--- src/rtl/lane_reorder_ctrl.sv ---
// RX lane-reorder sequencing controller: waits for AM lock on all lanes, releases deskew,
// enables reorder, holds aligned status, and retries through a hold-off on lock loss or timeout.
module lane_reorder_ctrl #(
  parameter int N_LANES        = 20,
  parameter int NB_TIMEOUT     = 8,
  parameter int TIMEOUT_CYCLES = 200,
  parameter int HOLDOFF_CYCLES = 16,
  parameter int NB_RESYNC      = 8
) (
  input  logic                 i_clock,
  input  logic                 i_reset,
  input  logic                 i_enable,
  input  logic                 i_valid,
  input  logic [N_LANES-1:0]   i_am_lock,
  input  logic                 i_deskew_done,
  input  logic                 i_update_selectors,
  output logic                 o_deskew_enable,
  output logic                 o_reorder_enable,
  output logic                 o_reset_order,
  output logic                 o_align_status,
  output logic [2:0]           o_state,
  output logic [NB_RESYNC-1:0] o_resync_count
);

  typedef enum logic [2:0] {
    ST_INIT        = 3'd0,
    ST_WAIT_LOCK   = 3'd1,
    ST_WAIT_DESKEW = 3'd2,
    ST_REORDER     = 3'd3,
    ST_ALIGNED     = 3'd4,
    ST_HOLDOFF     = 3'd5
  } state_t;

  localparam logic [NB_TIMEOUT-1:0] TIMEOUT_LAST = NB_TIMEOUT'(TIMEOUT_CYCLES - 1);
  localparam logic [NB_TIMEOUT-1:0] HOLDOFF_LAST = NB_TIMEOUT'(HOLDOFF_CYCLES - 1);

  state_t                 state_q, state_d;
  logic [NB_TIMEOUT-1:0]  timer_q, timer_d;
  logic                   entry_q, entry_d;
  logic                   deskew_en_q, deskew_en_d;
  logic                   reorder_en_q, reorder_en_d;
  logic                   reset_order_q, reset_order_d;
  logic                   align_q, align_d;
  logic [NB_RESYNC-1:0]   resync_q, resync_d;
  logic                   all_lock;
  logic                   adv;
  logic                   go_holdoff;

  assign all_lock = &i_am_lock;
  assign adv      = i_enable && i_valid;

  // Outputs are computed from the current state and registered, so they trail the state by one cycle.
  always_comb begin
    state_d       = state_q;
    timer_d       = timer_q;
    entry_d       = entry_q;
    deskew_en_d   = deskew_en_q;
    reorder_en_d  = reorder_en_q;
    align_d       = align_q;
    resync_d      = resync_q;
    reset_order_d = 1'b0;
    go_holdoff    = 1'b0;
    if (i_enable) begin
      entry_d      = 1'b0;
      deskew_en_d  = 1'b0;
      reorder_en_d = 1'b0;
      align_d      = 1'b0;
      case (state_q)
        ST_INIT: begin
          reset_order_d = 1'b1;
          state_d       = ST_WAIT_LOCK;
        end
        ST_WAIT_LOCK: begin
          if (all_lock && adv) state_d = ST_WAIT_DESKEW;
        end
        ST_WAIT_DESKEW: begin
          deskew_en_d = 1'b1;
          if (!all_lock) begin
            go_holdoff = 1'b1;
          end else if (i_deskew_done && adv) begin
            state_d = ST_REORDER;
            timer_d = '0;
          end
        end
        ST_REORDER: begin
          deskew_en_d  = 1'b1;
          reorder_en_d = 1'b1;
          if (adv) timer_d = timer_q + NB_TIMEOUT'(1);
          if (!all_lock)                         go_holdoff = 1'b1;
          else if (i_update_selectors)           state_d    = ST_ALIGNED;
          else if (adv && timer_q == TIMEOUT_LAST) go_holdoff = 1'b1;
        end
        ST_ALIGNED: begin
          deskew_en_d  = 1'b1;
          reorder_en_d = 1'b1;
          align_d      = 1'b1;
          if (!all_lock || !i_deskew_done) go_holdoff = 1'b1;
        end
        ST_HOLDOFF: begin
          if (entry_q) begin
            reset_order_d = 1'b1;
            if (resync_q != '1) resync_d = resync_q + NB_RESYNC'(1);
          end
          if (adv) begin
            if (timer_q == HOLDOFF_LAST) state_d = ST_WAIT_LOCK;
            else                         timer_d = timer_q + NB_TIMEOUT'(1);
          end
        end
        default: state_d = ST_INIT;
      endcase
      // entry_q marks the first HOLDOFF cycle, where the order-reset pulse and retry count fire.
      if (go_holdoff) begin
        state_d = ST_HOLDOFF;
        timer_d = '0;
        entry_d = 1'b1;
      end
    end
  end

  always_ff @(posedge i_clock) begin
    if (i_reset) begin
      state_q       <= ST_INIT;
      timer_q       <= '0;
      entry_q       <= 1'b0;
      deskew_en_q   <= 1'b0;
      reorder_en_q  <= 1'b0;
      reset_order_q <= 1'b0;
      align_q       <= 1'b0;
      resync_q      <= '0;
    end else begin
      state_q       <= state_d;
      timer_q       <= timer_d;
      entry_q       <= entry_d;
      deskew_en_q   <= deskew_en_d;
      reorder_en_q  <= reorder_en_d;
      reset_order_q <= reset_order_d;
      align_q       <= align_d;
      resync_q      <= resync_d;
    end
  end

  assign o_deskew_enable  = deskew_en_q;
  assign o_reorder_enable = reorder_en_q;
  assign o_reset_order    = reset_order_q;
  assign o_align_status   = align_q;
  assign o_state          = state_q;
  assign o_resync_count   = resync_q;

endmodule

--- config.mk ---
export PLATFORM = sky130hd
export DESIGN_NAME = lane_reorder_ctrl
export DESIGN_NICKNAME = d
export VERILOG_FILES = /design/src/rtl/lane_reorder_ctrl.sv
export SDC_FILE = /design/constraint.sdc
export NUM_CORES = 1
export LEC_CHECK = 0
export BUFFER_PORTS_ARGS = -buffer_cell sky130_fd_sc_hd__buf_2
export CORE_UTILIZATION = 44
export CTS_CLUSTER_DIAMETER = 150
export CTS_CLUSTER_SIZE = 24
export DETAILED_ROUTE_END_ITERATION = 6
export PLACE_DENSITY = 0.69
export SYNTH_ARGS = -nofsm -noshare
export SYNTH_HDL_FRONTEND = slang
export SYNTH_SLANG_ARGS = --single-unit
export TNS_END_PERCENT = 5
--- constraint.sdc ---
create_clock -name i_clock -period 2.3 [get_ports i_clock]
set_clock_uncertainty 0.15 [all_clocks]
set_input_delay 0.69 -clock i_clock [delete_from_list [all_inputs] [get_ports i_clock]]
set_output_delay 0.69 -clock i_clock [all_outputs]
set_load 0.02 [all_outputs]
== Yosys cells after proc, flatten, opt, wreduce, memory -nomap -nowiden ==
Cells that the tools add are included.
Storage, ports and cells
  bits in writable memories: 0
  output and inout port bits: 15
  memories kept: 0
  register bits: 24
  memory bits (read-only): 0
  word-level logic and storage cells: 74
  latch bits: 0
Cells by class
  reductions and logical operators: 16
  magnitude comparators: 0
  $mul: 0
  equality and inequality tests: 18
  add/sub/neg operators: 2
  muxes and demuxes: 29
  bitwise operators: 1
  shift-type cells: 0
  div/mod/pow operators: 0
Operator list (number)
  two-way mux 8 bit: 6
  inequality test 3 bit (second input constant): 9
  two-way mux 3 bit: 8
  one-hot mux 8 bit (3 select lines): 1
  AND reduction 20 bit: 1
  one-hot mux 3 bit (6 select lines): 1
  adder 8 x 1 -> 8 bit (second input constant): 2
  two-way mux 1 bit: 11
  AND reduction 9 bit: 1
  equality test 8 x 4 -> 1 bit (second input constant): 1
  equality test 8 bit (second input constant): 1
  inequality test 8 bit (second input constant): 1
  AND reduction 7 bit: 1
  equality test 3 x 2 -> 1 bit (second input constant): 2
  equality test 3 bit (second input constant): 2
  logical AND 1 bit: 4
  AND reduction 4 bit: 1
  nonzero test 4 bit: 1
  OR reduction 2 bit: 2
  equality test 3 x 1 -> 1 bit (second input constant): 1
  logical NOT 3 bit: 1
  one-hot mux 1 bit (3 select lines): 1
  OR reduction 3 bit: 1
  logical NOT 1 bit: 2
  4 further kinds: 4

== Logic depth before layout (Yosys ltp) ==
  depth after elaboration: 9
  depth in mapped cells: 7
  depth with buffers taken out: 7

== Worst setup path before layout ==
OpenSTA, ideal clock, no wires.
  path type: input to register
  from: in i_valid
  to: reg timer_q[6]
  data required time: 2049 ps
  stages: 6
  library setup time: 101 ps
  arrival: 1964 ps
  slack: 85 ps
  cells stage by stage: and2_4 a2111oi_4 nand4b_1 a32oi_1 a2111o_1 o41ai_1
On the way
  longest elaborated chain between the ends: 9
  elaborated cells on any way between the ends: 16
  those cells by class: eq/ne (5); mux (6); reduce/logical (5)
RTL lines
  start: declaration: line 13  | input logic i_valid,
  logical AND 1 bit (*): line 50  | assign adv = i_enable && i_valid;
  logical AND 1 bit: line 91  | else if (adv && timer_q == TIMEOUT_LAST) go_holdoff = 1'b1;
  two-way mux 1 bit: line 91
  two-way mux 1 bit: line 90  | else if (i_update_selectors) state_d = ST_ALIGNED;
  two-way mux 1 bit: line 89  | if (!all_lock) go_holdoff = 1'b1;
  one-hot mux 1 bit (3 select lines): line 68  | case (state_q)
  two-way mux 1 bit: line 63  | if (i_enable) begin
  inequality test 3 bit (no source line) / nonzero test 4 bit (equally long branches)
  AND reduction 7 bit (no source line)
  end signal: assignment: line 132  | timer_q <= timer_d;
  end: declaration: line 38  | logic [NB_TIMEOUT-1:0] timer_q, timer_d;
Every way passes the cells marked *; elsewhere a longest branch is shown, timed or not. The select of a mux whose other input is x is not followed.
A chain may end at the register's enable or synchronous reset.

== Worst setup path in the final report ==
  from: reg state_q[2] (netlist: o_state[2])
  to: reg timer_q[3]
On the way
  longest elaborated chain between the ends: 5
  elaborated cells on any way between the ends: 15
  those cells by class: eq/ne (9); mux (4); reduce/logical (2)
RTL lines
  start: declaration: line 37  | state_t state_q, state_d;
  start signal: assignment: line 131  | state_q <= state_d;
  equality test 3 bit / equality test 3 x 2 -> 1 bit (equally long branches): line 68
  one-hot mux 1 bit (3 select lines): line 68
  two-way mux 1 bit: line 63
  inequality test 3 bit (no source line) / nonzero test 4 bit (equally long branches)
  AND reduction 7 bit (no source line)
Several ways; a longest one is shown, not always the timed one. The select of a mux whose other input is x is not followed.

==> impl_metrics.yaml <==
critical_path:
  path_class: "register to register"
  rr_worst_depth: 6
  reg2reg_from: "o_state[2]"
  critPathLaunchType: "register"
  worstPathArrival_ns: 2.22
  crit_fanout: 13
  end_kind: "register"
  cp.required_ns: 2.36
  r2r_slack_ns: 0.15
  r2r-end: "timer_q[3]"
clock_network:
  htreeDepth: 1
  clkSinkCount: 24
  clk_latency_ns: 0.31
  cts_tree: "built"
  clkTransAtPathRegs_ns: 0.13
  post_cts_buffers: 0
  clockBufferDepth: 2
  ctsRootBufferMaster: "clkbuf_4"
  cts_inserted_buffers: 3
drt:
  vias_per_cell: 5.59
  finalWirelength_mm: 3.67
  antenna_left: 0
  drc: 0
  vias: 1508
  avgRoutedWirePerCell_um: 13.6
  drtPass1Iterations: 4
  drt_iter0_drc: 62
grt:
  antenna_found_initial: 0
  grt_pass1_wl_mm: 5.89
  globalRouteOverflowTotal: 0
  grt_use_met2_pct: 35.8
  grt_use_met1_pct: 27.6
  grt-busiest-layer: "met2"
  grt_max_degree: 19
  grt_pass1_vias: 1343
  grt_usage_pct: 21.5
  grt_use_met3_pct: 2.35
synth:
  synth_seq_area_share_pct: 31.7
  synth_cell_types: 59
  async_reset_ff_share_pct: 0
  yosysTopAreaCell: "dfxtp_1"
  synth_top_area_share_pct: 31.7
  ys.flop_type: "dfxtp_1"
  synth_cells: 176
  avgSynthCellArea_um2: 8.62
  ys.warnings.count: 0
  syn_nets: 204
  ys_top_cells_by_area: "dfxtp_1, nor2_1, nand4_1, o21ai_0, and3_1"
  synth_edf_count: 0
  netlist_area_um2: 1520
  synth-seq-cells: 24
outcome:
  outcome: "finished clean"
placement:
  io_buffer_count: 40
  dp_hpwl_mm: 2.79
  post_dp_cell_area_um2: 1840
  pre_cts_slack_ns: -0.0895
  gp_congestion: 0.988
worst_hold_path:
  hp-class: "register to register"
  hold_depth: 2
  whs_endpoint: "o_deskew_enable"
  min_from: "o_deskew_enable"
timing:
  finalSetupViolCount: 0
  hold_viol_final: 0
  layout_setup_ws_ns: 0.149
  timing.fmax_mhz: 465
  fin_crit_sh_pct: 93.5
  tns_ns: 0
  drv_slew: 0
  worst_pin_slew_ns: 0.399
  period_minus_slack_ns: 2.15
  slew_headroom_pct: 73.3
  rsz0062_at_grt: "false"
floorplan:
  io_pins: 41
  die_w_um: 60.7
  chipHeight_um: 60.7
  rows: 20
  initial_core_util_pct: 48.1
  fp.dieArea_um2: 3690
  core_area_um2: 3150
finish:
  drive_gt1_share_pct: 34.1
  nets: 256
  layout_commonest_cell: "buf_2"
  design_area_um2: 1860
  fin_util_pct: 59.1
  antenna_cells: 0
  layout_common_cells: "buf_2, dfxtp_1, nor2_1"
  area_delta_synth_final_pct: 22.8
  nFillCells: 286
pwr:
  ir_worst_vdd_mv: 0.237
  power_density_nw_per_um2: 772
  p_leak_nw: 0.811
job:
  maxCapViolations: 0
report_power, final:
part / switching, W / internal [W] / leakage [nW]
clock: 0.000124 / 0.0000612 / 0.0138
sequential: 0.0000566 / 0.000459 / 0.195
combinational: 0.000412 / 0.000328 / 0.602
worst max-delay path: stages (launching register included):
cell      delay, ns
dfxtp_1        0.55
and3b_1        0.30
a22o_1         0.18
nand4b_1       0.21
nand2b_1       0.19
a21oi_2        0.09
a221o_1        0.38
worst max path at each step:
| stage | startpoint | end | slack [ns] | cells past startpoint |
|---|---|---|---|---|
| 3_5_place_dp | i_valid | timer_q[3] | -0.09 | 7 |
| 4_1_cts | o_state[2] | timer_q[0] | 0.07 | 5 |
| 6_report | o_state[2] | timer_q[3] | 0.15 | 6 |
| 2_1_floorplan | i_valid | timer_q[6] | 0.09 | 6 |
| 5_1_grt | o_state[2] | timer_q[3] | 0.01 | 6 |
| 3_3_place_gp | i_valid | timer_q[6] | -0.02 | 7 |
cell families (layout without fill, tap and decap cells):
group | Yosys count | after routing | share of synthesized area, %
buf+inv | 11 | 61 | 3.54
mux | 4 | 4 | 2.72
xor+xnor | 7 | 7 | 4.04
simple gates | 87 | 87 | 33.6
fa+ha+maj | 2 | 2 | 1.65
flops | 24 | 24 | 31.7
compound gates | 41 | 41 | 22.8
sequential cells by signal (all words and copies together), names as in the netlist:
| signal | flops |
|---|---|
| o_deskew_enable | 1 |
| entry_q | 1 |
| o_reorder_enable | 1 |
| o_align_status | 1 |
| timer_q | 8 |
| o_state | 3 |
| o_reset_order | 1 |
| o_resync_count | 8 |
cell usage after synthesis (2+ instances only):
master / instances
and3_1: 7
xor2_1: 4
or3_1: 2
a21o_1: 2
nand3b_1: 2
mux2i_1: 3
clkbuf_1: 3
nand3_1: 7
inv_1: 5
nor3_1: 6
nand2b_1: 5
xnor2_1: 3
dfxtp_1: 24
nor4_2: 2
o21ai_0: 9
a21oi_1: 7
a221o_1: 4
ha_1: 2
nor2_1: 18
nand4_1: 9
nand2_1: 11
nor2b_1: 4
area by class of cell:
cell class / count / area [µm²] / area share [%]
inverter: 5 / 18.8 / 1.01
tap: 44 / 55.1 / 2.95
timing repair buffer: 53 / 298 / 16.0
clock buffer: 3 / 22.5 / 1.21
sequential: 24 / 482 / 25.8
multi-input combinational: 141 / 988 / 53.0
metal layers:
metal	part of all wire, %	wire (µm)
met4	2.2	80
met5	0	0
met1	48	1740
met2	45	1640
met3	5.6	205
through the flow:
stage          power [W]  hold slack, ns  std cells
6_report         0.00144           0.346        270
5_1_grt          0.00153           0.378        270
4_1_cts          0.00144           0.339        270
3_5_place_dp     0.00125           0.319        267
3_3_place_gp     0.00123           0.308        267
2_1_floorplan    0.00104           0.320        176
what timing repair did:
action / 4_1_cts / 5_1_grt
gates resized for setup: 0 / 2
setup endpoints to repair: 0 / 5
hold buffers: 0 / 0
hold endpoints to repair: 0 / 0
No activity file was read; power rests on OpenSTA's default activity.
